## src/rtl/aer_arb_pkg.sv

```systemverilog
// Shared field layout, event record and source id for the stereo AER event arbiter.
package aer_arb_pkg;

   localparam int Y_LSB   = 0;
   localparam int Y_W     = 8;
   localparam int X_LSB   = 8;
   localparam int X_W     = 9;
   localparam int SRC_BIT = 31;
   localparam int TS_W    = 32;

   // Only the X/Y bits of an incoming address word carry meaning.
   localparam int ADDR_W  = X_LSB + X_W;

   typedef struct packed {
      logic [X_W-1:0]  x;
      logic [Y_W-1:0]  y;
      logic [TS_W-1:0] ts;
   } aer_event_t;

   typedef enum logic {
      SRC_0 = 1'b0,
      SRC_1 = 1'b1
   } src_id_t;

   function automatic aer_event_t unpack_event(input logic [ADDR_W-1:0] addr,
                                               input logic [TS_W-1:0]   ts);
      aer_event_t ev;
      ev.x  = addr[X_LSB +: X_W];
      ev.y  = addr[Y_LSB +: Y_W];
      ev.ts = ts;
      return ev;
   endfunction

   function automatic logic [31:0] pack_word(input aer_event_t ev, input src_id_t src);
      logic [31:0] word;
      word                = '0;
      word[X_LSB +: X_W]  = ev.x;
      word[Y_LSB +: Y_W]  = ev.y;
      word[SRC_BIT]       = src;
      return word;
   endfunction

endpackage

```

## src/rtl/aer_event_fifo.sv

```systemverilog
// Single-clock event FIFO; pointers carry an extra wrap bit so all FIFO_DEPTH
// entries are usable. A push into a full FIFO is discarded even if a pop lands on the same edge.
module aer_event_fifo
   import aer_arb_pkg::*;
#(
   parameter int FIFO_DEPTH = 4
) (
   input  logic       clk,
   input  logic       reset,
   input  logic       i_push,
   input  aer_event_t i_din,
   input  logic       i_pop,
   output aer_event_t o_dout,
   output logic       o_full,
   output logic       o_empty
);

   localparam int AW = $clog2(FIFO_DEPTH);

   aer_event_t  r_mem [FIFO_DEPTH];
   logic [AW:0] r_wr_ptr;
   logic [AW:0] r_rd_ptr;
   logic        r_full;
   logic        r_empty;

   logic        w_push_ok;
   logic        w_pop_ok;
   logic [AW:0] w_wr_nxt;
   logic [AW:0] w_rd_nxt;

   assign w_push_ok = i_push && !r_full;
   assign w_pop_ok  = i_pop && !r_empty;
   assign w_wr_nxt  = r_wr_ptr + (AW+1)'(w_push_ok);
   assign w_rd_nxt  = r_rd_ptr + (AW+1)'(w_pop_ok);

   // Flags are registered from the next-state pointers so they describe the post-edge state.
   always_ff @(posedge clk or posedge reset) begin
      if (reset) begin
         r_wr_ptr <= '0;
         r_rd_ptr <= '0;
         r_full   <= 1'b0;
         r_empty  <= 1'b1;
      end else begin
         r_wr_ptr <= w_wr_nxt;
         r_rd_ptr <= w_rd_nxt;
         r_full   <= (w_wr_nxt[AW] != w_rd_nxt[AW]) &&
                     (w_wr_nxt[AW-1:0] == w_rd_nxt[AW-1:0]);
         r_empty  <= (w_wr_nxt == w_rd_nxt);
      end
   end

   always_ff @(posedge clk) begin
      if (w_push_ok) begin
         r_mem[r_wr_ptr[AW-1:0]] <= i_din;
      end
   end

   assign o_dout  = r_mem[r_rd_ptr[AW-1:0]];
   assign o_full  = r_full;
   assign o_empty = r_empty;

endmodule

```

## src/rtl/aer_event_arbiter.sv

```systemverilog
// Merges two AER event sources through per-source FIFOs and a round-robin arbiter
// into one registered output. Drop counters exist only when AER_ARB_DROP_CNT_EN is defined.
module aer_event_arbiter
   import aer_arb_pkg::*;
#(
   parameter int FIFO_DEPTH = 4,
   parameter int DROP_CNT_W = 16
) (
   input  logic                  clk,
   input  logic                  reset,
   input  logic                  s0_valid,
   input  logic [31:0]           s0_data,
   input  logic [31:0]           s0_time,
   input  logic                  s1_valid,
   input  logic [31:0]           s1_data,
   input  logic [31:0]           s1_time,
   output logic                  m_valid,
   input  logic                  m_ready,
   output logic [31:0]           m_data,
   output logic [31:0]           m_time,
   output logic [1:0]            fifo_full,
   output logic [DROP_CNT_W-1:0] drop_cnt0,
   output logic [DROP_CNT_W-1:0] drop_cnt1
);

   logic [1:0]  w_push;
   logic [1:0]  w_pop;
   logic [1:0]  w_full;
   logic [1:0]  w_empty;
   aer_event_t  w_din  [2];
   aer_event_t  w_dout [2];
   aer_event_t  w_gnt_ev;
   src_id_t     w_grant;
   logic        w_any;
   logic        w_load;
   logic        w_unused;

   logic        r_m_valid;
   logic [31:0] r_m_data;
   logic [31:0] r_m_time;
   src_id_t     r_last_grant;

   assign w_push   = {s1_valid, s0_valid};
   assign w_din[0] = unpack_event(s0_data[ADDR_W-1:0], s0_time);
   assign w_din[1] = unpack_event(s1_data[ADDR_W-1:0], s1_time);
   assign w_unused = ^{s0_data[31:ADDR_W], s1_data[31:ADDR_W]};

   for (genvar n = 0; n < 2; n++) begin : g_fifo
      aer_event_fifo #(
         .FIFO_DEPTH (FIFO_DEPTH)
      ) u_fifo (
         .clk     (clk),
         .reset   (reset),
         .i_push  (w_push[n]),
         .i_din   (w_din[n]),
         .i_pop   (w_pop[n]),
         .o_dout  (w_dout[n]),
         .o_full  (w_full[n]),
         .o_empty (w_empty[n])
      );
   end

   // On a tie the source that did not win the previous load gets the grant.
   always_comb begin
      w_grant = SRC_0;
      if (!w_empty[0] && !w_empty[1]) begin
         w_grant = (r_last_grant == SRC_1) ? SRC_0 : SRC_1;
      end else if (!w_empty[1]) begin
         w_grant = SRC_1;
      end
   end

   // Output handshake: an event transfers on every edge where m_valid && m_ready;
   // while m_valid is high and m_ready low, m_data/m_time hold. The register
   // reloads whenever it is empty or being drained and some FIFO has data.
   assign w_any    = !(w_empty[0] && w_empty[1]);
   assign w_load   = (!r_m_valid || m_ready) && w_any;
   assign w_pop[0] = w_load && (w_grant == SRC_0);
   assign w_pop[1] = w_load && (w_grant == SRC_1);
   assign w_gnt_ev = (w_grant == SRC_1) ? w_dout[1] : w_dout[0];

   always_ff @(posedge clk or posedge reset) begin
      if (reset) begin
         r_m_valid    <= 1'b0;
         r_m_data     <= '0;
         r_m_time     <= '0;
         r_last_grant <= SRC_1;
      end else if (w_load) begin
         r_m_valid    <= 1'b1;
         r_m_data     <= pack_word(w_gnt_ev, w_grant);
         r_m_time     <= w_gnt_ev.ts;
         r_last_grant <= w_grant;
      end else if (r_m_valid && m_ready) begin
         r_m_valid    <= 1'b0;
      end
   end

   assign m_valid   = r_m_valid;
   assign m_data    = r_m_data;
   assign m_time    = r_m_time;
   assign fifo_full = w_full;

`ifdef AER_ARB_DROP_CNT_EN
   logic [DROP_CNT_W-1:0] r_drop_cnt0;
   logic [DROP_CNT_W-1:0] r_drop_cnt1;

   // A drop is any strobe that meets a full FIFO; counts stick at all-ones.
   always_ff @(posedge clk or posedge reset) begin
      if (reset) begin
         r_drop_cnt0 <= '0;
         r_drop_cnt1 <= '0;
      end else begin
         if (w_push[0] && w_full[0] && !(&r_drop_cnt0)) begin
            r_drop_cnt0 <= r_drop_cnt0 + DROP_CNT_W'(1);
         end
         if (w_push[1] && w_full[1] && !(&r_drop_cnt1)) begin
            r_drop_cnt1 <= r_drop_cnt1 + DROP_CNT_W'(1);
         end
      end
   end

   assign drop_cnt0 = r_drop_cnt0;
   assign drop_cnt1 = r_drop_cnt1;
`else
   assign drop_cnt0 = '0;
   assign drop_cnt1 = '0;
`endif

endmodule

```

## config.mk

```make
export PLATFORM = sky130hd
export DESIGN_NAME = aer_event_arbiter
export DESIGN_NICKNAME = d
export VERILOG_FILES = /design/src/rtl/aer_arb_pkg.sv /design/src/rtl/aer_event_fifo.sv /design/src/rtl/aer_event_arbiter.sv
export SDC_FILE = /design/constraint.sdc
export NUM_CORES = 1
export LEC_CHECK = 0
export BUFFER_PORTS_ARGS = -buffer_cell sky130_fd_sc_hd__buf_4
export CAP_MARGIN = 20
export CORE_MARGIN = 2
export CORE_UTILIZATION = 45
export CTS_CLUSTER_SIZE = 8
export DETAILED_ROUTE_END_ITERATION = 16
export PLACE_DENSITY = 0.73
export SLEW_MARGIN = 20
export SYNTH_ARGS = -nofsm -noshare
export SYNTH_HDL_FRONTEND = slang
export SYNTH_HIERARCHICAL = 1
export SYNTH_SLANG_ARGS = --single-unit
```

## constraint.sdc

```tcl
create_clock -name clk -period 5 [get_ports clk]
set_input_delay 1 -clock clk [delete_from_list [all_inputs] [get_ports clk]]
set_output_delay 1 -clock clk [all_outputs]
set_load 0.005 [all_outputs]
```

==> results of run 1 <==
power by group through the flow:
| stage | registers, W | clock network [W] | logic (W) |
|---|---|---|---|
| finish | 0.00578 | 0.00412 | 0.00286 |
| global route | 0.00589 | 0.00438 | 0.00311 |
| CTS | 0.00588 | 0.00422 | 0.00284 |
| detailed placement | 0.00593 | 0 | 0.00283 |
| global placement | 0.00589 | 0 | 0.00278 |
| floorplan | 0.00545 | 0 | 0.00227 |
per-stage QoR:
stage	area, sq um	cells
5_1_grt	21000	1563
3_3_place_gp	19000	1440
4_1_cts	21000	1562
2_1_floorplan	17800	847
3_5_place_dp	19000	1440
6_report	21000	1563
sequential cells by signal, summed over array words and instances, names as in the netlist:
name                    cells
g_fifo.u_fifo/r_mem       392
m_time                     32
m_data                     18
g_fifo.u_fifo/o_empty       2
g_fifo.u_fifo/r_rd_ptr      6
g_fifo.u_fifo/r_wr_ptr      6
g_fifo.u_fifo/o_full        2
m_valid                     1
r_last_grant                1
area by class of cell:
type | count | area [sq um] | area share, %
timing repair buffer | 166 | 1280 | 6.11
clock inverter | 6 | 60.1 | 0.286
sequential | 460 | 13500 | 64.2
clock buffer | 116 | 1890 | 9.00
inverter | 5 | 20.0 | 0.0952
multi-input combinational | 292 | 3630 | 17.2
tap | 518 | 648 | 3.08
kinds of logic after synthesis:
family                   after synthesis
flip-flops                           460
multiplexers                          98
buffers and inverters                 95
AND/OR/NAND/NOR                       78
AO/OA/AOI/OAI                         52
XOR/XNOR                              10
adder cells (fa/ha/maj)                8
other                                  1
per-layer routing:
layer	up-vias	wire [um]	global-route usage [%]
li1	3630	-	-
met1	4438	15400	24.7
met2	286	17900	30.2
met3	56	2480	4.83
met4	2	670	5.91
met5	-	19	0
final timing paths:
path / end / slack (ns) / cells past startpoint
max in group asynchronous: m_time[27]$_DFFE_PP0P_ / 3.62 / 3
hold / removal: g_fifo[0].u_fifo/r_wr_ptr[1]$_DFF_PP0_ / 0.42 / 2
hold reg to reg: g_fifo[0].u_fifo/r_rd_ptr[2]$_DFF_PP0_ / 0.47 / 1
setup / recovery: g_fifo[0].u_fifo/o_empty$_DFF_PP1_ / 2.43 / 9
setup reg to reg: g_fifo[0].u_fifo/o_empty$_DFF_PP1_ / 2.43 / 9
min in group clk: g_fifo[0].u_fifo/r_rd_ptr[2]$_DFF_PP0_ / 0.47 / 1
synthesized netlist by cell type, types with 2 or more instances:
cell and instances:
sky130_fd_sc_hd__buf_2 5, sky130_fd_sc_hd__xnor2_1 6, sky130_fd_sc_hd__a221o_1 49, sky130_fd_sc_hd__dfrtp_1 65, sky130_fd_sc_hd__and3b_1 3, sky130_fd_sc_hd__mux4_1 4
sky130_fd_sc_hd__nor3b_1 2, sky130_fd_sc_hd__buf_4 53, sky130_fd_sc_hd__edfxtp_1 392, sky130_fd_sc_hd__buf_12 4, sky130_fd_sc_hd__buf_6 9, sky130_fd_sc_hd__xor2_1 4
sky130_fd_sc_hd__buf_1 6, sky130_fd_sc_hd__mux4_2 94, sky130_fd_sc_hd__a21oi_1 2, sky130_fd_sc_hd__nor2b_1 6, sky130_fd_sc_hd__ha_1 8, sky130_fd_sc_hd__and3_1 51
sky130_fd_sc_hd__nor2_1 6, sky130_fd_sc_hd__dfstp_2 3, sky130_fd_sc_hd__nand2_1 5, sky130_fd_sc_hd__inv_1 5, sky130_fd_sc_hd__clkbuf_1 13
==> metrics.log, run 1 <==
INFO  metric dieHeight = 202 um
INFO  metric clockPowerShare = 32.3%
INFO  metric post_synth_fa_ha_maj_area_fraction = less than 1%
INFO  metric worst_slew_margin_rel = 31.5%
INFO  metric cp-start-kind = flop
INFO  metric yosys-mux-area-fraction = 12.6%
INFO  metric final_period_minus_worst_setup_slack = 2.57 ns
INFO  metric antenna_diode_count = 0
INFO  metric mostFrequentLayoutCell = sky130_fd_sc_hd__edfxtp_1
INFO  metric row_count = between 70 and 80
INFO  metric combinational_family_with_the_most_area_after_synthesis = multiplexers
INFO  metric hpwl = 19600 um
INFO  metric die_w = 202 um
INFO  metric cp_num_buf_inv = 1
INFO  metric mostFrequentLayoutCells = sky130_fd_sc_hd__edfxtp_1 (392), sky130_fd_sc_hd__buf_4 (163), sky130_fd_sc_hd__mux4_2 (94)
INFO  metric netlist_instances = 802
INFO  metric synth_area_leaders = sky130_fd_sc_hd__edfxtp_1 (67%), sky130_fd_sc_hd__mux4_2 (12%), sky130_fd_sc_hd__dfrtp_1 (9.3%), sky130_fd_sc_hd__a221o_1 (2.8%), sky130_fd_sc_hd__buf_4 (2.3%)
INFO  metric gpl.final_weighted_congestion = 0.679
INFO  metric worst-slew-pin-transition = 1.03 ns
INFO  metric post-synth-top-area-cell = sky130_fd_sc_hd__edfxtp_1
INFO  metric static-leakage-power = approximately 7.6 nW
INFO  metric cts_htree_levels = 3
INFO  metric switching_power = 0.00350 W
INFO  metric rr_startpoint = g_fifo[1].u_fifo/o_empty$_DFF_PP1_
INFO  metric vdd_ir_drop_max = 0.000339 V
INFO  metric cts-root-to-sink-buffers = 3
INFO  metric cts.repair.resized = 0
INFO  metric nNetsFinal = ~1100
INFO  metric synth-edff-count = 392
INFO  metric drive_gt1_share = 34.0%
INFO  metric ys.flop_type = sky130_fd_sc_hd__edfxtp_1
INFO  metric port-buffer-count = 155
INFO  metric path_cells = o21ba_2 > buf_4 > and2_1 > nor2b_1 > ha_1 > ha_1 > xor2_1 > xor2_1 > nor2b_1
INFO  metric critical_path.slowest_cell = sky130_fd_sc_hd__dfstp_2
INFO  metric fmax = between 300 and 400 MHz
INFO  metric totalPowerFinal = 0.0128 W
INFO  metric setup_viol = 0
INFO  metric ant_nets = 0
INFO  metric setup.worst_path.class = reg2reg
INFO  metric num_vias = ~8400
INFO  metric first_pass_grt_wire_length = 55900 um
INFO  metric run_status = completed
INFO  metric post_route_fraction_of_the_period_consumed_by_the_critical_path = 51.4%
INFO  metric grtUsageTotal = ~19%
INFO  metric holdCritPathClass = in2async
INFO  metric drt-wirelength-per-cell = 23.4 um
INFO  metric postLayoutCoreUtil = 54.5%
INFO  metric wirelength = 36500 um
INFO  metric routed_via_density = 5.38
INFO  metric drt_first_pass_iters = 5
INFO  metric clock_tree.root_cell = sky130_fd_sc_hd__clkbuf_16
INFO  metric finClkSkew = 0.0172 ns
INFO  metric timing.critical_path.max_delay_family = simple AND/OR/NAND/NOR gates
INFO  metric asyncSetResetFlopFracSynth = 14.8%
INFO  metric cts_tree = yes
INFO  metric synth_seq_cells = 460
INFO  metric maximum_number_of_pins_on_one_net_before_global_route_repair = 56
INFO  metric sw_frac_of_total = 27.4%
INFO  metric setup_slack_after_placement = 1.88 ns
INFO  metric mappedNetlistArea = 0.0176 sq mm
INFO  metric cts_hold_buf = 0
INFO  metric crit_path_start = g_fifo[1].u_fifo/o_empty$_DFF_PP1_
INFO  metric internal_power = between 0.009 and 0.01 W
INFO  metric antenna_violations_before_repair = 1
INFO  metric timing.final.ws_setup = 2.43 ns
INFO  metric worstPathRequired = 5.49 ns
INFO  metric worst_setup_hold_path_clk_slew = 0.05 ns
INFO  metric maxCapViolCount = 0
INFO  metric power_density = 607 mW/mm^2
INFO  metric grt_pass1_vias = 9171
INFO  metric floorplan.initialDensity = 45.6%
INFO  metric dr.first_iter.drc_count = 480
INFO  metric synth_simple_gate_area_share = 2.71%
INFO  metric synth-seq-area-share = 76.7%
INFO  metric critPathMaxFanout = 50
INFO  metric remaining_drc_errors = 0
INFO  metric p_comb_share = ~22%
INFO  metric synth_cell_type_count = 30
INFO  metric grt_overflow_total = 0
INFO  metric floorplan.core_area = 0.0386 sq mm
INFO  metric die-area = a little over 0.04 sq mm
INFO  metric synthXorXnorAreaFrac = 0.498%
INFO  metric finalHoldViolations = 0
INFO  metric synth_compound_area_share = 2.91%
INFO  metric grt_setup_unrepaired = no
INFO  metric syn_to_final_growth = 19.6%
INFO  metric avgSynthCellArea = around 22 sq um
INFO  metric holdWs = 0.419 ns
INFO  metric synth.top_cell.area_share = 67.0%
INFO  metric cts_num_sinks = 460
INFO  metric worstSetupEndpointType = flop
INFO  metric ys.warnings.count = 6
INFO  metric layout.filler_cells = 2959
INFO  metric max_stage_delay = 0.57 ns
INFO  metric worst_skew_pair.late_latency = 0.56 ns
INFO  metric worst-endpoint-arrival = 3.06 ns
INFO  metric final_number_of_max_transition_violations = 0
INFO  metric post_cts.repair.setup_buffers = 0
INFO  metric number_of_buffers_inserted_during_clock_tree_synthesis = 67
INFO  metric pin_count = roughly 230
INFO  metric share_seq_of_total_power = between 40% and 50%
INFO  metric finalSetupTns = 0 ns
(Power assumes the default switching activity.)
==> inputs of run 2 (changes only) <==
==> constraint.sdc (replaced) <==
create_clock -name clk -period 2.34 [get_ports clk]
set_input_delay 0.468 -clock clk [delete_from_list [all_inputs] [get_ports clk]]
set_output_delay 0.468 -clock clk [all_outputs]
set_load 0.005 [all_outputs]
==> metrics.log, run 2 (synthesized netlist as in run 1, its figures left out) <==
INFO  metric cp-endpoint = g_fifo[0].u_fifo/o_empty$_DFF_PP1_
INFO  metric port-buffer-count = 155 (unchanged)
INFO  metric holdCritPathClass = in2reg
INFO  metric holdWs = 0.112 ns (-0.306 ns)
INFO  metric vdd_ir_drop_max = 0.000691 V (+100%)
INFO  metric die_w = 202 um (unchanged)
INFO  metric run_status = completed
INFO  metric nNetsFinal = 1152 (+1.7%)
INFO  metric finClkSkew = 0.0171 ns (-0.0000382 ns)
INFO  metric ant_nets = 0 (unchanged)
INFO  metric number_of_buffers_inserted_during_clock_tree_synthesis = 67 (unchanged)
INFO  metric layout.filler_cells = 2918 (-1.4%)
INFO  metric fmax = 483 MHz (+24%)
INFO  metric multi_input_area = 0.00364 sq mm (+0.41%)
INFO  metric num_vias = 8485 (+0.87%)
INFO  metric final_period_minus_worst_setup_slack = 2.07 ns (-0.501 ns)
INFO  metric rr_startpoint = g_fifo[0].u_fifo/o_empty$_DFF_PP1_
INFO  metric grtUsageTotal = 18.3% (-0.25 points)
INFO  metric wirelength = 36400 um (-0.46%)
INFO  metric syn_to_final_growth = 21.3%
INFO  metric worst_slew_margin_rel = 50.5% (+19 points)
INFO  metric gpl.final_weighted_congestion = 0.671 (-1.2%)
INFO  metric cts_tree = yes
INFO  metric cts.repair.resized = 0 (unchanged)
INFO  metric timing.final.ws_setup = 0.271 ns (-2.16 ns)
INFO  metric hpwl = 21200 um (+8.1%)
INFO  metric worstRegToRegCells = 8 (-1)
INFO  metric mostFrequentLayoutCells = sky130_fd_sc_hd__edfxtp_1 (392), sky130_fd_sc_hd__buf_4 (173), sky130_fd_sc_hd__mux4_2 (94)
INFO  metric postLayoutCoreUtil = 55.3% (+0.75 points)
INFO  metric clock_tree.root_cell = sky130_fd_sc_hd__clkbuf_16
INFO  metric dieHeight = 202 um (unchanged)
INFO  metric ff_latch_area = 0.0135 sq mm (about the same)
INFO  metric dr.first_iter.drc_count = 560 (+17%)
INFO  metric setup.worst_path.class = reg2reg
INFO  metric maximum_number_of_pins_on_one_net_before_global_route_repair = 50 (-11%)
INFO  metric largest_register_ff_count = 392 (unchanged)
INFO  metric floorplan.initialDensity = 45.6% (unchanged)
INFO  metric mostFrequentLayoutCell = sky130_fd_sc_hd__edfxtp_1
INFO  metric worst-slew-pin-transition = 0.742 ns (-0.286 ns)
INFO  metric cts_htree_levels = 3 (unchanged)
INFO  metric drt_first_pass_iters = 4 (-1)
INFO  metric antenna_violations_before_repair = 0 (-1)
INFO  metric crit_path_start = g_fifo[0].u_fifo/o_empty$_DFF_PP1_
INFO  metric first_pass_grt_wire_length = 55200 um (-1.3%)
INFO  metric worst_skew_pair.late_latency = 0.56 ns (about the same)
INFO  metric setup_slack_after_placement = 0.236 ns (-1.65 ns)
INFO  metric power_density = 1300 mW/mm^2 (+110%)
INFO  metric routed_via_density = 5.36 (-0.41%)
INFO  metric worst_setup_hold_path_clk_slew = 0.05 ns (about the same)
INFO  metric worst-endpoint-arrival = 2.55 ns (-0.51 ns)
INFO  metric finalNonFillerCells = 1583 (+1.3%)
INFO  metric row_count = 72 (unchanged)
INFO  metric grt_setup_unrepaired = no
INFO  metric remaining_drc_errors = 0 (unchanged)
INFO  metric regToRegEndpoint = g_fifo[0].u_fifo/o_empty$_DFF_PP1_
INFO  metric worstPathRequired = 2.82 ns (-2.67 ns)
INFO  metric grt_overflow_total = 0 (unchanged)
INFO  metric maxCapViolCount = 0 (unchanged)
INFO  metric cts_num_sinks = 460 (unchanged)
INFO  metric die-area = 0.0406 sq mm (unchanged)
INFO  metric pin_count = 232 (unchanged)
INFO  metric floorplan.core_area = 0.0386 sq mm (unchanged)
INFO  metric grt_pass1_vias = 9073 (-1.1%)
INFO  metric ff2ff_setup_slack = 0.27 ns (-2.16 ns)
INFO  metric worstSetupEndpointType = flop
INFO  metric numPlacedInstances = 1459 (+1.3%)
INFO  metric post_route_fraction_of_the_period_consumed_by_the_critical_path = 88.4% (+37 points)
INFO  metric cp-start-kind = flop
INFO  metric final_number_of_max_transition_violations = 0 (unchanged)
INFO  metric critPathMaxFanout = 5 (-90%)
INFO  metric drt-wirelength-per-cell = 23.0 um (-1.7%)
INFO  metric drive_gt1_share = 35.1% (+1.1 points)
INFO  metric static-leakage-power = 7.75 nW (+2.0%)
INFO  metric cts-root-to-sink-buffers = 3 (unchanged)
INFO  metric setup_viol = 0 (unchanged)
INFO  metric finalHoldViolations = 0 (unchanged)
==> run 2: changes by cell type in the layout (fill, tap and decap cells not counted), moves of 2 or more <==
| cell | change |
|---|---|
| sky130_fd_sc_hd__clkbuf_1 | +2 |
| sky130_fd_sc_hd__nor2b_1 | -2 |
| sky130_fd_sc_hd__clkbuf_16 | +3 |
| sky130_fd_sc_hd__buf_12 | +8 |
| sky130_fd_sc_hd__buf_4 | +10 |
| sky130_fd_sc_hd__dfrtp_4 | -2 |
| sky130_fd_sc_hd__inv_6 | -4 |
| sky130_fd_sc_hd__nor2b_4 | +2 |
| sky130_fd_sc_hd__dfrtp_2 | +2 |
==> run 2: layer usage <==
layer  vias to the layer above  track usage [%]  share of wire, %
li1                       3675                -                 -
met1                      4453             24.5                42
met2                       307             29.9                49
met3                        50             4.15               6.7
met4                         0             6.12               1.8
met5                         -                0                 0
==> run 2: area by class of cell <==
type | count | share of cell area, %
repair buffers | 185 | 7.17
well taps | 518 | 3.04
clock inverters | 1 | 0.0411
clock buffers | 121 | 9.26
diodes | 1 | 0.0117
multi-input cells | 292 | 17.1
flip-flops and latches | 460 | 63.3
inverters | 5 | 0.0939
==> run 2: critical path, cell delays in order, from the launching register on <==
cell	delay, ns
sky130_fd_sc_hd__dfstp_2	0.56
sky130_fd_sc_hd__o21ba_2	0.17
sky130_fd_sc_hd__and2_1	0.18
sky130_fd_sc_hd__nor2b_1	0.14
sky130_fd_sc_hd__ha_1	0.19
sky130_fd_sc_hd__ha_1	0.20
sky130_fd_sc_hd__xor2_1	0.22
sky130_fd_sc_hd__xor2_1	0.19
sky130_fd_sc_hd__nor2b_1	0.16
==> run 2: how the worst min path moves through the flow <==
stage | from | endpoint | cells past startpoint
after floorplan | reset | g_fifo[0].u_fifo/o_full$_DFF_PP0_ | 1
after global placement | reset | g_fifo[0].u_fifo/r_rd_ptr[0]$_DFF_PP0_ | 2
after detailed placement | g_fifo[1].u_fifo/r_wr_ptr[2]$_DFF_PP0_ | g_fifo[1].u_fifo/r_wr_ptr[2]$_DFF_PP0_ | 1
after CTS | s0_time[15] | g_fifo[0].u_fifo/r_mem[2][15]$_DFFE_PP_ | 1
after global routing | s0_time[15] | g_fifo[0].u_fifo/r_mem[2][15]$_DFFE_PP_ | 1
final | s1_data[14] | g_fifo[1].u_fifo/r_mem[2][46]$_DFFE_PP_ | 1
==> run 2: what timing repair did <==
item	in CTS	in global routing
setup buffers	0	0
endpoints found under the hold margin	31	0
hold buffers	1	0
==> run 2: stage by stage <==
| stage | power [W] | TNS (ns) | cell area, sq um |
|---|---|---|---|
| 6_report | 0.0276 | 0 | 21300 |
| 3_5_place_dp | 0.0191 | 0 | 19300 |
| 2_1_floorplan | 0.0165 | -1.17 | 17800 |
| 4_1_cts | 0.0281 | 0 | 21300 |
| 3_3_place_gp | 0.0188 | 0 | 19300 |
| 5_1_grt | 0.0290 | 0 | 21300 |
==> run 2: where the power goes <==
| part | internal [W] | switching, W | total [W] |
|---|---|---|---|
| Clock | 0.00564 | 0.00326 | 0.00890 |
| Sequential | 0.0110 | 0.000863 | 0.0118 |
| Combinational | 0.00360 | 0.00331 | 0.00692 |
==> inputs of run 3 (changes only) <==
==> constraint.sdc (replaced) <==
create_clock -name clk -period 2.34 [get_ports clk]
set_input_delay 0.351 -clock clk [delete_from_list [all_inputs] [get_ports clk]]
set_output_delay 0.351 -clock clk [all_outputs]
set_load 0.005 [all_outputs]
==> metrics.log, run 3 (synthesized netlist as in run 1, its figures left out) <==
INFO  metric cts.repair.resized = 0 (unchanged)
INFO  metric setup_viol = 0 (unchanged)
INFO  metric finalHoldViolations = 0 (unchanged)
INFO  metric timing.final.ws_setup = 0.294 ns (+0.0224 ns)
INFO  metric ant_nets = 0 (unchanged)
INFO  metric setup.worst_path.class = reg2reg
INFO  metric dieHeight = 202 um (unchanged)
INFO  metric clockPowerShare = 31.9% (-0.3 points)
INFO  metric post_route_fraction_of_the_period_consumed_by_the_critical_path = 87.4% (-0.96 points)
INFO  metric pin_count = 232 (unchanged)
INFO  metric p_comb_share = 25.9% (+0.9 points)
INFO  metric drt-wirelength-per-cell = 22.8 um (-0.67%)
INFO  metric layout.filler_cells = 2863 (-1.9%)
INFO  metric maxCapViolCount = 0 (unchanged)
INFO  metric number_of_buffers_inserted_during_clock_tree_synthesis = 67 (unchanged)
INFO  metric worst_setup_hold_path_clk_slew = 0.05 ns (about the same)
INFO  metric drive_gt1_share = 32.2% (-2.8 points)
INFO  metric post_cts.repair.setup_buffers = 0 (unchanged)
INFO  metric clock_tree.root_cell = sky130_fd_sc_hd__clkbuf_16
INFO  metric grtUsageTotal = 19.2% (+0.87 points)
INFO  metric largest_register_ff_count = 392 (unchanged)
INFO  metric mostFrequentLayoutCells = sky130_fd_sc_hd__edfxtp_1 (392), sky130_fd_sc_hd__buf_4 (173), sky130_fd_sc_hd__dlygate4sd3_1 (99)
INFO  metric syn_to_final_growth = 26.5%
INFO  metric die-area = 0.0406 sq mm (unchanged)
INFO  metric cts_tree = yes
INFO  metric worst-endpoint-arrival = 2.54 ns (about the same)
INFO  metric sw_frac_of_total = 27.5% (+0.61 points)
INFO  metric floorplan.core_area = 0.0386 sq mm (unchanged)
INFO  metric antenna_violations_before_repair = 1 (+1)
INFO  metric setup_slack_after_placement = 0.300 ns (+0.0640 ns)
INFO  metric grt_setup_unrepaired = no
INFO  metric worst-slew-pin-transition = 0.746 ns (+0.00344 ns)
INFO  metric share_seq_of_total_power = 42.2% (-0.6 points)
INFO  metric worst_slew_margin_rel = 50.3% (-0.23 points)
INFO  metric run_status = completed
INFO  metric vdd_ir_drop_max = 0.000651 V (-5.8%)
INFO  metric worstPathRequired = 2.83 ns (about the same)
INFO  metric worstSetupEndpointType = flop
INFO  metric floorplan.initialDensity = 45.6% (unchanged)
INFO  metric fmax = 489 MHz (+1.1%)
INFO  metric cts_hold_buf = 99 (+98)
INFO  metric cp-start-kind = flop
INFO  metric final_period_minus_worst_setup_slack = 2.05 ns (-0.0224 ns)
INFO  metric cts_htree_levels = 3 (unchanged)
INFO  metric first_pass_grt_wire_length = 58100 um (+5.1%)
INFO  metric routed_via_density = 5.32 (-0.70%)
INFO  metric worst_skew_pair.late_latency = 0.56 ns (about the same)
INFO  metric maximum_number_of_pins_on_one_net_before_global_route_repair = 50 (unchanged)
INFO  metric num_vias = 8937 (+5.3%)
INFO  metric static-leakage-power = 8.14 nW (+5.0%)
INFO  metric holdWs = 0.234 ns (+0.121 ns)
INFO  metric switching_power = 0.00765 W (+2.8%)
INFO  metric row_count = 72 (unchanged)
INFO  metric grt_pass1_vias = 9570 (+5.5%)
INFO  metric cts-root-to-sink-buffers = 3 (unchanged)
INFO  metric mostFrequentLayoutCell = sky130_fd_sc_hd__edfxtp_1
INFO  metric power_density = 1250 mW/mm^2 (-3.6%)
INFO  metric internal_power = 0.0201 W (-0.30%)
INFO  metric finalSetupTns = 0 ns (unchanged)
INFO  metric wirelength = 38300 um (+5.4%)
INFO  metric remaining_drc_errors = 0 (unchanged)
INFO  metric nNetsFinal = 1249 (+8.4%)
INFO  metric port-buffer-count = 155 (unchanged)
INFO  metric gpl.final_weighted_congestion = 0.679 (+1.2%)
INFO  metric dr.first_iter.drc_count = 541 (-3.4%)
INFO  metric critPathMaxFanout = 5 (unchanged)
INFO  metric grt_overflow_total = 0 (unchanged)
INFO  metric totalPowerFinal = 0.0278 W (+0.55%)
INFO  metric holdCritPathClass = in2reg
INFO  metric cts_num_sinks = 460 (unchanged)
INFO  metric final_number_of_max_transition_violations = 0 (unchanged)
INFO  metric ff2ff_setup_slack = 0.29 ns (+0.02 ns)
INFO  metric hpwl = 21100 um (-0.76%)
INFO  metric finClkSkew = 0.0186 ns (+0.00151 ns)
INFO  metric drt_first_pass_iters = 4 (unchanged)
INFO  metric die_w = 202 um (unchanged)
run 3: final timing paths:
path	startpoint	to	cells past startpoint
max	g_fifo[0].u_fifo/o_empty$_DFF_PP1_	g_fifo[0].u_fifo/o_empty$_DFF_PP1_	8
min	m_ready	r_last_grant$_DFFE_PP1P_	4
max reg2reg	g_fifo[0].u_fifo/o_empty$_DFF_PP1_	g_fifo[0].u_fifo/o_empty$_DFF_PP1_	8
min reg2reg	g_fifo[1].u_fifo/r_wr_ptr[2]$_DFF_PP0_	g_fifo[1].u_fifo/r_wr_ptr[2]$_DFF_PP0_	1
max in group asynchronous	reset	r_last_grant$_DFFE_PP1P_	4
min in group asynchronous	reset	g_fifo[1].u_fifo/r_rd_ptr[2]$_DFF_PP0_	3
run 3: critical path: stages, from the launching register on:
cell and delay (ns):
sky130_fd_sc_hd__dfstp_2 0.56, sky130_fd_sc_hd__o21ba_2 0.17, sky130_fd_sc_hd__and2_1 0.17, sky130_fd_sc_hd__nor2b_1 0.15, sky130_fd_sc_hd__ha_1 0.18, sky130_fd_sc_hd__ha_1 0.18
sky130_fd_sc_hd__xor2_1 0.21, sky130_fd_sc_hd__xor2_1 0.20, sky130_fd_sc_hd__nor2b_1 0.16
run 3: final cells by class:
cell class	instances	area [sq um]	area share [%]
flip-flops and latches	460	13500	60.7
multi-input cells	292	3620	16.3
repair buffers	282	2490	11.2
clock buffers	115	1900	8.54
well taps	518	648	2.91
clock inverters	6	63.8	0.287
inverters	5	20.0	0.0900
diodes	1	2.50	0.0113
run 3: layer usage:
| layer | global-route usage (%) | up-vias | routed length [um] |
|---|---|---|---|
| met5 | 0 | - | 0 |
| met4 | 6.72 | 0 | 817 |
| met3 | 3.98 | 56 | 1970 |
| met2 | 32.1 | 318 | 19300 |
| met1 | 25.1 | 4697 | 16200 |
| li1 | - | 3866 | - |
run 3: power by group through the flow:
stage                     clock [W]  combinational [W]  sequential (W)
after floorplan                   0            0.00486          0.0116
after detailed placement          0            0.00721          0.0119
final                       0.00886            0.00720          0.0117
after CTS                   0.00901            0.00738          0.0117
after global routing        0.00942            0.00777          0.0119
after global placement            0            0.00705          0.0118
run 3: stage by stage:
| stage | util, % | instance area [sq um] | std cells |
|---|---|---|---|
| 6_report | 57.7 | 22200 | 1679 |
| 5_1_grt | 57.7 | 22200 | 1679 |
| 4_1_cts | 57.7 | 22200 | 1678 |
| 3_5_place_dp | 50.0 | 19300 | 1458 |
| 3_3_place_gp | 50.0 | 19300 | 1458 |
| 2_1_floorplan | - | 17800 | 847 |
